## src/rtl/fpu_add_arbiter_if.sv

```systemverilog
// Request/response/adder bundle for fpu_add_arbiter.
// The slave view belongs to the arbiter. The master view belongs to whoever
// drives the requests and hosts the external adder.
interface fpu_add_arbiter_if #(
  parameter int unsigned NREQ = 4
);
  logic [NREQ-1:0]    req_valid;
  logic [NREQ-1:0]    req_ready;
  logic [NREQ*32-1:0] req_a;
  logic [NREQ*32-1:0] req_b;
  logic [NREQ-1:0]    req_sub;
  logic [NREQ-1:0]    resp_valid;
  logic [NREQ-1:0]    resp_ready;
  logic [NREQ*32-1:0] resp_data;
  logic [31:0]        fpu_a;
  logic [31:0]        fpu_b;
  logic               fpu_sub;
  logic [31:0]        fpu_s;
  logic               idle;
  logic [31:0]        issue_count;

  modport slave (
    input  req_valid, req_a, req_b, req_sub, resp_ready, fpu_s,
    output req_ready, resp_valid, resp_data, fpu_a, fpu_b, fpu_sub, idle, issue_count
  );

  modport master (
    output req_valid, req_a, req_b, req_sub, resp_ready, fpu_s,
    input  req_ready, resp_valid, resp_data, fpu_a, fpu_b, fpu_sub, idle, issue_count
  );
endinterface

```

## src/rtl/fpu_add_arbiter.sv

```systemverilog
// Round-robin sharing of one external FP add/sub unit among NREQ requesters.
// Each requester may have one operation outstanding. A tag pipe as deep as
// the adder latency routes each result to the one-entry holding register of
// the requester that issued it.
module fpu_add_arbiter #(
  parameter int unsigned NREQ    = 4,
  parameter int unsigned ADD_LAT = 1
) (
  input logic              clk,
  input logic              rst,
  fpu_add_arbiter_if.slave bus
);

  localparam int unsigned IDW = (NREQ > 1) ? $clog2(NREQ) : 1;

  // Registered state
  logic [IDW-1:0]  rr_ptr_q, rr_ptr_d;
  logic [NREQ-1:0] inflight_q, inflight_d;
  logic [NREQ-1:0] resp_valid_q, resp_valid_d;
  logic [31:0]     resp_data_q [NREQ];
  logic [31:0]     resp_data_d [NREQ];
  logic [31:0]     issue_count_q, issue_count_d;
  logic [ADD_LAT-1:0] tag_vld_q, tag_vld_d;
  logic [IDW-1:0]  tag_id_q [ADD_LAT];
  logic [IDW-1:0]  tag_id_d [ADD_LAT];

  // Arbitration
  logic [NREQ-1:0] busy;
  logic [NREQ-1:0] elig;
  logic            gnt_vld;
  logic [IDW-1:0]  gnt_idx;
  logic [NREQ-1:0] gnt_oh;

  // Retire side: the tag leaving the pipe lines up with fpu_s
  logic            ret_vld;
  logic [IDW-1:0]  ret_id;

  // Adder drive
  logic [31:0]        fpu_a_mux;
  logic [31:0]        fpu_b_mux;
  logic               fpu_sub_mux;
  logic [NREQ*32-1:0] resp_data_flat;

  // Busy only looks at registered state, so a freed slot re-arms one cycle later
  assign busy    = inflight_q | resp_valid_q;
  assign elig    = bus.req_valid & ~busy;
  assign ret_vld = tag_vld_q[ADD_LAT-1];
  assign ret_id  = tag_id_q[ADD_LAT-1];

  // Round-robin scan: first eligible requester starting at rr_ptr
  always_comb begin
    int unsigned idx;
    idx     = 0;
    gnt_vld = 1'b0;
    gnt_idx = '0;
    for (int unsigned k = 0; k < NREQ; k++) begin
      idx = (32'(rr_ptr_q) + k) % NREQ;
      if (!gnt_vld && elig[IDW'(idx)]) begin
        gnt_vld = 1'b1;
        gnt_idx = IDW'(idx);
      end
    end
  end

  // One-hot grant and operand select for the winner; zeros when nothing issues
  always_comb begin
    gnt_oh      = '0;
    fpu_a_mux   = '0;
    fpu_b_mux   = '0;
    fpu_sub_mux = 1'b0;
    if (gnt_vld) begin
      gnt_oh[gnt_idx] = 1'b1;
    end
    for (int unsigned i = 0; i < NREQ; i++) begin
      if (gnt_vld && (gnt_idx == IDW'(i))) begin
        fpu_a_mux   = bus.req_a[32*i +: 32];
        fpu_b_mux   = bus.req_b[32*i +: 32];
        fpu_sub_mux = bus.req_sub[i];
      end
    end
  end

  // Next state: pointer advance, tag shift, retire capture, response drain
  always_comb begin
    rr_ptr_d      = rr_ptr_q;
    inflight_d    = inflight_q;
    resp_valid_d  = resp_valid_q & ~bus.resp_ready;
    resp_data_d   = resp_data_q;
    issue_count_d = issue_count_q;
    tag_vld_d     = '0;
    for (int unsigned s = 0; s < ADD_LAT; s++) begin
      tag_id_d[s] = '0;
    end

    // Tag pipe: stage 0 takes the new issue (or a bubble), the rest shift along
    tag_vld_d[0] = gnt_vld;
    tag_id_d[0]  = gnt_idx;
    for (int unsigned s = 1; s < ADD_LAT; s++) begin
      tag_vld_d[s] = tag_vld_q[s-1];
      tag_id_d[s]  = tag_id_q[s-1];
    end

    // A retiring requester holds no response, so the drain above cannot collide
    if (ret_vld) begin
      resp_data_d[ret_id]  = bus.fpu_s;
      resp_valid_d[ret_id] = 1'b1;
      inflight_d[ret_id]   = 1'b0;
    end

    // The winner is never busy, so it cannot be the requester retiring now
    if (gnt_vld) begin
      inflight_d[gnt_idx] = 1'b1;
      rr_ptr_d            = (gnt_idx == IDW'(NREQ - 1)) ? '0 : gnt_idx + 1'b1;
      issue_count_d       = issue_count_q + 32'd1;
    end
  end

  // State registers with synchronous reset; reset drops all in-flight tags
  always_ff @(posedge clk) begin
    if (rst) begin
      rr_ptr_q      <= '0;
      inflight_q    <= '0;
      resp_valid_q  <= '0;
      issue_count_q <= '0;
      tag_vld_q     <= '0;
      for (int unsigned i = 0; i < NREQ; i++) begin
        resp_data_q[i] <= '0;
      end
      for (int unsigned s = 0; s < ADD_LAT; s++) begin
        tag_id_q[s] <= '0;
      end
    end else begin
      rr_ptr_q      <= rr_ptr_d;
      inflight_q    <= inflight_d;
      resp_valid_q  <= resp_valid_d;
      issue_count_q <= issue_count_d;
      tag_vld_q     <= tag_vld_d;
      resp_data_q   <= resp_data_d;
      tag_id_q      <= tag_id_d;
    end
  end

  // Flatten the holding registers onto the packed response bus
  always_comb begin
    resp_data_flat = '0;
    for (int unsigned i = 0; i < NREQ; i++) begin
      resp_data_flat[32*i +: 32] = resp_data_q[i];
    end
  end

  assign bus.req_ready   = gnt_oh;
  assign bus.fpu_a       = fpu_a_mux;
  assign bus.fpu_b       = fpu_b_mux;
  assign bus.fpu_sub     = fpu_sub_mux;
  assign bus.resp_valid  = resp_valid_q;
  assign bus.resp_data   = resp_data_flat;
  assign bus.issue_count = issue_count_q;
  assign bus.idle        = ~(|inflight_q) & ~(|resp_valid_q);

  a_grant_onehot: assert property (@(posedge clk) disable iff (rst) $onehot0(gnt_oh));
  a_grant_not_busy: assert property (@(posedge clk) disable iff (rst)
    gnt_vld |-> !busy[gnt_idx]);
  a_retire_inflight: assert property (@(posedge clk) disable iff (rst)
    ret_vld |-> inflight_q[ret_id]);

endmodule

```

## src/flat_wrapper.sv

```systemverilog
// flat-port wrapper written by rule: the top's interface ports become plain ports
module fpu_add_arbiter_flat 
#(
  parameter int unsigned NREQ    = 4,
  parameter int unsigned ADD_LAT = 1
)
  (clk, rst, bus_req_valid, bus_req_a, bus_req_b, bus_req_sub, bus_resp_ready, bus_fpu_s, bus_req_ready, bus_resp_valid, bus_resp_data, bus_fpu_a, bus_fpu_b, bus_fpu_sub, bus_idle, bus_issue_count);
  fpu_add_arbiter_if #(.NREQ(NREQ)) bus_i ();
  input logic clk;
  input logic rst;
  input wire logic [$bits(bus_i.req_valid)-1:0] bus_req_valid;
  input wire logic [$bits(bus_i.req_a)-1:0] bus_req_a;
  input wire logic [$bits(bus_i.req_b)-1:0] bus_req_b;
  input wire logic [$bits(bus_i.req_sub)-1:0] bus_req_sub;
  input wire logic [$bits(bus_i.resp_ready)-1:0] bus_resp_ready;
  input wire logic [$bits(bus_i.fpu_s)-1:0] bus_fpu_s;
  output wire logic [$bits(bus_i.req_ready)-1:0] bus_req_ready;
  output wire logic [$bits(bus_i.resp_valid)-1:0] bus_resp_valid;
  output wire logic [$bits(bus_i.resp_data)-1:0] bus_resp_data;
  output wire logic [$bits(bus_i.fpu_a)-1:0] bus_fpu_a;
  output wire logic [$bits(bus_i.fpu_b)-1:0] bus_fpu_b;
  output wire logic [$bits(bus_i.fpu_sub)-1:0] bus_fpu_sub;
  output wire logic [$bits(bus_i.idle)-1:0] bus_idle;
  output wire logic [$bits(bus_i.issue_count)-1:0] bus_issue_count;
  assign bus_i.req_valid = bus_req_valid;
  assign bus_i.req_a = bus_req_a;
  assign bus_i.req_b = bus_req_b;
  assign bus_i.req_sub = bus_req_sub;
  assign bus_i.resp_ready = bus_resp_ready;
  assign bus_i.fpu_s = bus_fpu_s;
  assign bus_req_ready = bus_i.req_ready;
  assign bus_resp_valid = bus_i.resp_valid;
  assign bus_resp_data = bus_i.resp_data;
  assign bus_fpu_a = bus_i.fpu_a;
  assign bus_fpu_b = bus_i.fpu_b;
  assign bus_fpu_sub = bus_i.fpu_sub;
  assign bus_idle = bus_i.idle;
  assign bus_issue_count = bus_i.issue_count;
  fpu_add_arbiter #(.NREQ(NREQ), .ADD_LAT(ADD_LAT)) u_core (.clk(clk), .rst(rst), .bus(bus_i));
endmodule
```

## config.mk

```make
export PLATFORM = sky130hd
export DESIGN_NAME = fpu_add_arbiter_flat
export DESIGN_NICKNAME = d
export VERILOG_FILES = /design/src/rtl/fpu_add_arbiter_if.sv /design/src/rtl/fpu_add_arbiter.sv /design/src/flat_wrapper.sv
export SDC_FILE = /design/constraint.sdc
export NUM_CORES = 1
export LEC_CHECK = 0
export BUFFER_PORTS_ARGS = -buffer_cell sky130_fd_sc_hd__buf_2
export CAP_MARGIN = 20
export CORE_AREA = 2 2 208 210
export DETAILED_ROUTE_END_ITERATION = 12
export DIE_AREA = 0 0 210 212
export PLACE_DENSITY = 0.55
export SLEW_MARGIN = 40
export SYNTH_ARGS = -nofsm -noshare
export SYNTH_HDL_FRONTEND = slang
export SYNTH_SLANG_ARGS = --single-unit
export TNS_END_PERCENT = 50
```

## constraint.sdc

```tcl
create_clock -name clk -period 6.01 [get_ports clk]
set_clock_uncertainty 0.15 [all_clocks]
set_input_delay 0.3005 -clock clk [delete_from_list [all_inputs] [get_ports clk]]
set_output_delay 0.3005 -clock clk [all_outputs]
set_load 0.01 [all_outputs]
```

Word-level counts from Yosys, hierarchy flattened. Index checks and enable logic that the tools add are counted. W data, S select, Z words.

Order comparisons: 10. Bitwise gates (word level): 13. Reductions and logical operators: 16. Add/subtract/negate cells: 5. Eq/ne operators: 3. Mux-type cells: 40.

Operator list (number): $mux W32 (9); $bwmux W128 (1); $demux W32 S2 (1); $add A32 B1 Y32 const B (1); $lt A2 B3 Y1 const B (6); $mux W4 (4); $mux W1 (14); $and A4 B4 Y4 (3); $not A4 Y4 (3); $or A4 B4 Y4 (3); $logic_and A1 B1 Y1 (10); $mux W2 (5); $bmux W1 S2 (4); $reduce_or A4 Y1 (2); $add A2 B1 Y2 const B (2); $add A2 B2 Y2 const B (2); $demux W1 S2 (2); $eq A2 B2 Y1 const B (2); $ge A2 B1 Y1 const B (2); $ge A3 B3 Y1 const B (1); $logic_not A1 Y1 (3); $lt A3 B1 Y1 const B (1); $not A2 Y3 (1); $eq A2 B1 Y1 const B (1); 3 further kinds (4).

Bits of input ports: 302. Logic and storage cells: 97. Bits in registers: 173. Output and inout port bits: 234.

Depth between registers and ports, before layout. Gate-level depths: netlist (run 1).

Word-level depth: 21. Gate-level depth with buffers: 13. Gate-level depth less buffers: 11.

Least setup slack after synthesis (run 1). No wires, ideal clock.

Path type: reg-to-output. Start: register u_core.resp_valid_q[0] (netlist: u_core.bus.resp_valid[0]). End: output port bus_fpu_b[16]. Slack: 2.849 ns. Data arrival time: 2.711 ns. Data required time: 5.559 ns. Stages on the path, launching flop included: 13. Path buffers: 3. Cell sequence: dfxtp_1 -> or3b_2 -> nor2_1 -> nor2_1 -> o22ai_1 -> ha_1 -> clkbuf_1 -> clkbuf_1 -> clkbuf_1 -> a21oi_1 -> o21ai_0 -> o221ai_1 -> nor2_1.

Word-level cells in the longest chain between the ends: 21. Elaborated cells on any way between the ends: 37. Those cells by class: eq/ne (3); mux (20); bitwise (3); reduce/logical (11).

RTL lines: start: declaration (line fpu_add_arbiter.sv:19) `logic [NREQ-1:0] resp_valid_q, resp_valid_d;`; start signal: assignment (line fpu_add_arbiter.sv:135) `resp_valid_q <= resp_valid_d;`; $or A4 B4 Y4 (*) (line fpu_add_arbiter.sv:45) `assign busy = inflight_q | resp_valid_q;`; $not A4 Y4 (*) (line fpu_add_arbiter.sv:46) `assign elig = bus.req_valid & ~busy;`; $and A4 B4 Y4 (*) (line fpu_add_arbiter.sv:46); $bmux W1 S2 (line fpu_add_arbiter.sv:58) `if (!gnt_vld && elig[IDW'(idx)]) begin`; $mux W1 (not written as such) (line fpu_add_arbiter.sv:58); $mux W1 (line fpu_add_arbiter.sv:58); $logic_not A1 Y1 (line fpu_add_arbiter.sv:58); $logic_and A1 B1 Y1 (line fpu_add_arbiter.sv:58); [3 not listed]; $mux W1 (line fpu_add_arbiter.sv:58); $logic_not A1 Y1 (line fpu_add_arbiter.sv:58); $logic_and A1 B1 Y1 (line fpu_add_arbiter.sv:58); $mux W2 (line fpu_add_arbiter.sv:58); $logic_not A2 Y1 (line fpu_add_arbiter.sv:75) `if (gnt_vld && (gnt_idx == IDW'(i))) begin`; $logic_and A1 B1 Y1 (line fpu_add_arbiter.sv:75); $mux W32 (3 in series) (line fpu_add_arbiter.sv:75); $mux W32 (*) (line fpu_add_arbiter.sv:75); end: declaration (line flat_wrapper.sv:21) `output wire logic [$bits(bus_i.fpu_b)-1:0] bus_fpu_b;`.

Every way passes the cells marked *; elsewhere a longest branch is shown, timed or not. The select of a mux whose other input is x is not followed.

Worst setup path after layout (run 1).
Start: register u_core.inflight_q[0]. End: output port bus_fpu_b[31].

Word-level cells in the longest chain between the ends: 21. Elaborated cells on any way between the ends: 37. Those cells by class: eq/ne (3); mux (20); bitwise (3); reduce/logical (11).

RTL lines: start: declaration (line fpu_add_arbiter.sv:18) `logic [NREQ-1:0] inflight_q, inflight_d;`; start signal: assignment (line fpu_add_arbiter.sv:134) `inflight_q <= inflight_d;`; $or A4 B4 Y4 (*) (line fpu_add_arbiter.sv:45); $not A4 Y4 (*) (line fpu_add_arbiter.sv:46); $and A4 B4 Y4 (*) (line fpu_add_arbiter.sv:46); $bmux W1 S2 (line fpu_add_arbiter.sv:58); $mux W1 (not written as such) (line fpu_add_arbiter.sv:58); $mux W1 (line fpu_add_arbiter.sv:58); $logic_not A1 Y1 (line fpu_add_arbiter.sv:58); $logic_and A1 B1 Y1 (line fpu_add_arbiter.sv:58); [3 not listed]; $mux W1 (line fpu_add_arbiter.sv:58); $logic_not A1 Y1 (line fpu_add_arbiter.sv:58); $logic_and A1 B1 Y1 (line fpu_add_arbiter.sv:58); $mux W2 (line fpu_add_arbiter.sv:58); $logic_not A2 Y1 (line fpu_add_arbiter.sv:75); $logic_and A1 B1 Y1 (line fpu_add_arbiter.sv:75); $mux W32 (3 in series) (line fpu_add_arbiter.sv:75); $mux W32 (*) (line fpu_add_arbiter.sv:75).

Marked as above.

==> results of run 1 <==
[cell usage after synthesis (all sizes together) (6+ instances only)]
cell,count,area (µm²)
nand2,338,1270
a21oi,211,1060
dfxtp,173,3460
clkbuf,98,368
nor2,97,364
o21ai,71,355
o221ai,62,543
xnor2,18,158
nand3,11,55.1
nor3,11,55.1
nor4,9,56.3
or3,9,56.3
nand4,8,56.3
and4,7,61.3
inv,6,22.5
or4,6,45.0
[final cells by class]
cell class,instances,area (µm²),share of cell area
Antenna cell,11,27.5,0.00217
Inverter,6,22.5,0.00178
Clock buffer,19,453,0.0358
Tap cell,546,683,0.0539
Multi-Input combinational cell,904,4600,0.364
Sequential cell,173,3460,0.273
Clock inverter,13,226,0.0179
Timing Repair Buffer,586,3180,0.251
[layer usage]
metal  vias to the layer above  part of all wire  global-route usage
li1                       5116                 -                   -
met2                       419              0.53               0.345
met1                      5023              0.37               0.188
met4                         0             0.038              0.0866
met3                        70             0.057              0.0417
met5                         -                 0                   0
[per-stage QoR]
| step | total power [mW] | util |
|---|---|---|
| finish | 5.92 | 0.298 |
| global route | 6.36 | 0.298 |
| detailed placement | 4.67 | 0.273 |
| floorplan | 3.29 | - |
| global placement | 4.61 | 0.271 |
| CTS | 5.99 | 0.297 |
[logic make-up (layout without fill, tap and decap cells)]
| family | count (synthesis) | count (layout) | share of synthesized area |
|---|---|---|---|
| buf+inv | 109 | 624 | 0.0494 |
| other cells | 0 | 11 | 0 |
| simple gates | 519 | 519 | 0.263 |
| compound gates | 359 | 359 | 0.246 |
| fa+ha+maj | 5 | 5 | 0.00744 |
| flops | 173 | 173 | 0.412 |
| xor+xnor | 21 | 21 | 0.0219 |
[power groups by stage]
stage,clock network [mW],logic [mW],registers (mW)
after floorplan,0,1.90,1.39
after global placement,0,3.25,1.36
after detailed placement,0,3.30,1.37
after CTS,1.31,3.33,1.34
after global routing,1.35,3.65,1.36
final,1.27,3.30,1.34
[registers in the layout, indices dropped and copies added, names as in the netlist]
name and count:
u_core.bus.issue_count 32, u_core.bus.resp_data 128, u_core.bus.resp_valid 4, u_core.inflight_q 4
u_core.ret_id 2, u_core.ret_vld 1, u_core.rr_ptr_q 2
[worst paths after layout]
path / cells past startpoint / endpoint / slack (ns)
max reg2reg: 11 / u_core.inflight_q[3] / 2.67
min: 2 / u_core.bus.issue_count[15] / 0.19
min reg2reg: 2 / u_core.bus.resp_data[20] / 0.30
max: 10 / bus_fpu_b[31] / 1.57
[timing repair]
action / 4_1_cts / 5_1_grt
hold endpoints to repair: 132 / 0
setup buffers: 0 / 0
hold buffers: 36 / 0
[critical path, delay by kind of cell, from the launching register on]
family          cells  cell delay, ns
simple gates        5            0.94
compound gates      2            0.87
buf+inv             2            0.80
fa+ha+maj           1            0.56
flops               1            0.35
==> out/results.ini, run 1 <==
[synth]
seq_area_frac_synth = 0.412
synth_cell_types = 40
synth-async-reset-ratio = 0
ys_seq_elements = 173
synth_enable_flop_cells = 0
synthFlopType = dfxtp_1
synth_cells = 1186
syn-num-nets = 1493
yosys_warnings = 0
syn_area_per_cell_um2 = 7.09
netlist_area_um2 = 8410

[global_routing]
grt_overflow = 0
grt_max_degree = 92
grt_pass1_wl_mm = 61.3
track_usage = 0.181
grt_pass1_vias = 10300
antenna_found_initial = 20

[power]
switchingPower_mw = 2.70
intPower_mw = 3.21
vdd.ir_drop.worst_uv = 273
p_leak_nw = 5.60
p_seq_frac = 0.227
powerDensity_nw_per_um2 = 467
switching_share = 0.457
clkPwrFrac = 0.215
pwr-share-comb = 0.557

[place]
routabilityCongestion = 0.881
pre_cts_ws_ns = 1.96
dp_cells = 2179
port-buffer-count = 535
dp_hpwl_mm = 31.3
placed_area_um2 = 11600

[final_layout]
final_area_um2 = 12700
layout_commonest_cell = buf_2
n_fill_cell = 4732
final_cells = 2258
drive_above_1_share = 0.353
final_cell_mix = buf_2, nand2_1, a21oi_1
nNetsFinal = 1995
syn2layout_area_growth_pct = 50.6

[timing]
min_period_over_period = 0.738
setup-violations-final = 0
fin_ws_ns = 1.57
rsz0062_at_grt = no
fmaxAchievable_mhz = 225
setup_tns_ns = 0
fin_crit_ns = 4.44
worst_slew_margin_rel = 0.470
drv_slew = 0
tightest_slew_ns = 0.795
hold_violations = 0
timing.hold.ws_ns = 0.190

[worst_setup_path]
cp_common_cell = nor2_1
r2r_start = u_core.inflight_q[0]
cpMaxStageDelayCell = buf_4
slowest_delay_ns = 0.62
cp-start-kind = flop
crit_path_start = u_core.inflight_q[0]
worst_setup_path_end_kind = output port
cp.required_ns = 5.56
cp.arrival_ns = 3.99
path_cells = or3b_2 -> nor2_1 -> nor2_1 -> o22ai_1 -> ha_4 -> buf_4 -> nor2b_1 -> a221oi_1 -> nor3_1 -> buf_2
crit_type = flop to output port
path_max_fanout = 73

[clock_network]
clock_sinks = 173
post_cts_resized = 0
clkTransAtPathRegs_ns = 0.08
tritoncts = built
cts_root_buf = clkbuf_16
htree_levels = 4
clk_latency_ns = 0.45
clk_path_buf_depth = 2
cts_inserted_buffers = 17

[hold_path]
hp-start = rst
hold_path.class = input pin to flop

[job]
drv_cap = 0

[route]
ant_nets = 0
drc = 0
wire_per_inst_um = 18.7
routed_wl_mm = 42.2
firstDrtPassIters = 4
vias = 10600
drt-initial-drc-count = 585
viasPerCell = 4.71

[die]
start_util = 0.198
dieArea_um2 = 44500
die_h_um = 212
die_x_um = 210
io_pins = 536
rows = 76
core_um2 = 42500

[status]
status = completed

(Power assumes the default switching activity.)
==> inputs of run 2 (changes only) <==
--- a/config.mk
+++ b/config.mk
@@ -7,10 +7,10 @@
 export LEC_CHECK = 0
 export BUFFER_PORTS_ARGS = -buffer_cell sky130_fd_sc_hd__buf_2
 export CAP_MARGIN = 20
-export CORE_AREA = 2 2 208 210
+export CORE_AREA = 2 2 207 209
 export DETAILED_ROUTE_END_ITERATION = 12
-export DIE_AREA = 0 0 210 212
-export PLACE_DENSITY = 0.55
+export DIE_AREA = 0 0 209 211
+export PLACE_DENSITY = 0.56
 export SLEW_MARGIN = 40
 export SYNTH_ARGS = -nofsm -noshare
 export SYNTH_HDL_FRONTEND = slang
==> constraint.sdc (replaced) <==
create_clock -name clk -period 3.9 [get_ports clk]
set_clock_uncertainty 0.15 [all_clocks]
set_input_delay 0.195 -clock clk [delete_from_list [all_inputs] [get_ports clk]]
set_output_delay 0.195 -clock clk [all_outputs]
set_load 0.01 [all_outputs]
==> out/results.ini, run 2 (synthesized netlist as in run 1, its figures left out) <==
[hold_path]
hp-start = rst
whs_path_depth = 2
min_to = u_core.bus.issue_count[11]
hold_path.class = input pin to flop

[final_layout]
drive_above_1_share = 0.359
final_area_um2 = 12700
multi_input_area_um2 = 4630
layout_commonest_cell = buf_2
syn2layout_area_growth_pct = 51.6
area.sequential_um2 = 3460
utilization = 0.305
largest_reg_flops = 128
n_fill_cell = 4576
nNetsFinal = 2005
final_cells = 2262
final_cell_mix = buf_2, nand2_1, a21oi_1

[global_routing]
grt_pass1_vias = 10300
grt_pass1_wl_mm = 60.9
track_usage = 0.180
grt_max_degree = 76
antenna_found_initial = 11
grt_overflow = 0

[timing]
worst_slew_margin_rel = 0.463
tightest_slew_ns = 0.805
setup_tns_ns = 0
fmaxAchievable_mhz = 268
min_period_over_period = 0.955
hold_violations = 0
fin_crit_ns = 3.73
drv_slew = 0
setup-violations-final = 0
fin_ws_ns = 0.175
timing.hold.ws_ns = 0.156

[worst_setup_path]
cp.required_ns = 3.56
critPathTopFamily = compound AO/OA/AOI/OAI gates
path_max_fanout = 26
path_depth = 12
cp.buffers_inverters = 4
cpMaxStageDelayCell = or3b_2
rr_worst_depth = 10
timing.rr.end = u_core.rr_ptr_q[0]
crit_type = flop to output port
path_cells = or3b_2 -> o32a_1 -> o31ai_1 -> a21o_1 -> inv_1 -> ha_1 -> inv_2 -> nand2_4 -> buf_6 -> o221ai_1 -> nor2_1 -> buf_2
cp.arrival_ns = 3.38
worst_setup_path_end_kind = output port
cp-start-kind = flop
slowest_delay_ns = 0.51
r2r_slack_ns = 1.09
crit_path_start = u_core.inflight_q[0]
r2r_start = u_core.inflight_q[0]

[die]
die_x_um = 209
die_h_um = 211
io_pins = 536
core_um2 = 41800
start_util = 0.201
dieArea_um2 = 44100
rows = 75

[power]
p_leak_nw = 5.63
powerDensity_nw_per_um2 = 714
vdd.ir_drop.worst_uv = 576
p_total_mw = 9.09

[clock_network]
clkTransAtPathRegs_ns = 0.07
clock_sinks = 173
cts_inserted_buffers = 17
clk_latency_ns = 0.45
tritoncts = built
clk_path_buf_depth = 2
cts_root_buf = clkbuf_16
htree_levels = 4

[place]
pre_cts_ws_ns = 0.243
routabilityCongestion = 0.918
placed_area_um2 = 11600
dp_hpwl_mm = 30.4
dp_cells = 2179
port-buffer-count = 535

[route]
drc = 0
viasPerCell = 4.71
drt-initial-drc-count = 721
vias = 10700
ant_nets = 0
firstDrtPassIters = 5
routed_wl_mm = 42.0
wire_per_inst_um = 18.6

[status]
status = completed

[job]
drv_cap = 0

-- run 2: changes by cell type in the layout (fill, tap and decap cells not counted), sizes merged --
cell	previous run	this run
bufinv	5	0
clkinvlp	1	5
clkbuf	19	22
clkinv	3	4
buf	550	559
diode	11	12
inv	10	8
-- run 2: cell type report --
class / count / area share
multi-input combinational: 904 / 0.363
sequential: 173 / 0.272
timing repair buffer: 596 / 0.264
tap: 539 / 0.0529
clock buffer: 21 / 0.0377
clock inverter: 11 / 0.00668
antenna: 12 / 0.00236
inverter: 6 / 0.00177
-- run 2: repair_timing --
action                                  4_1_cts  5_1_grt
endpoints found under the setup margin       42       64
hold buffers                                 36        0
setup buffers                                 0        2
gates resized for setup                       6       10
cloned                                        0        1
hold endpoints to repair                    132        0
-- run 2: where the power goes --
part,switching (mW),total (mW),internal (mW)
registers,0.139,2.08,1.94
logic,3.34,5.37,2.03
clock network,0.756,1.64,0.888
-- run 2: worst max-delay path by stage --
stage                          endpoint
after CTS                 bus_fpu_b[31]
after global routing      bus_fpu_b[24]
after floorplan           bus_fpu_b[16]
after global placement      bus_fpu_sub
after detailed placement    bus_fpu_sub
final                     bus_fpu_b[24]
-- run 2: layer usage --
metal / routed length (µm) / GRT usage
met5: 0 / 0
met4: 1350 / 0.0862
met3: 2620 / 0.0403
met2: 21500 / 0.322
met1: 16500 / 0.202
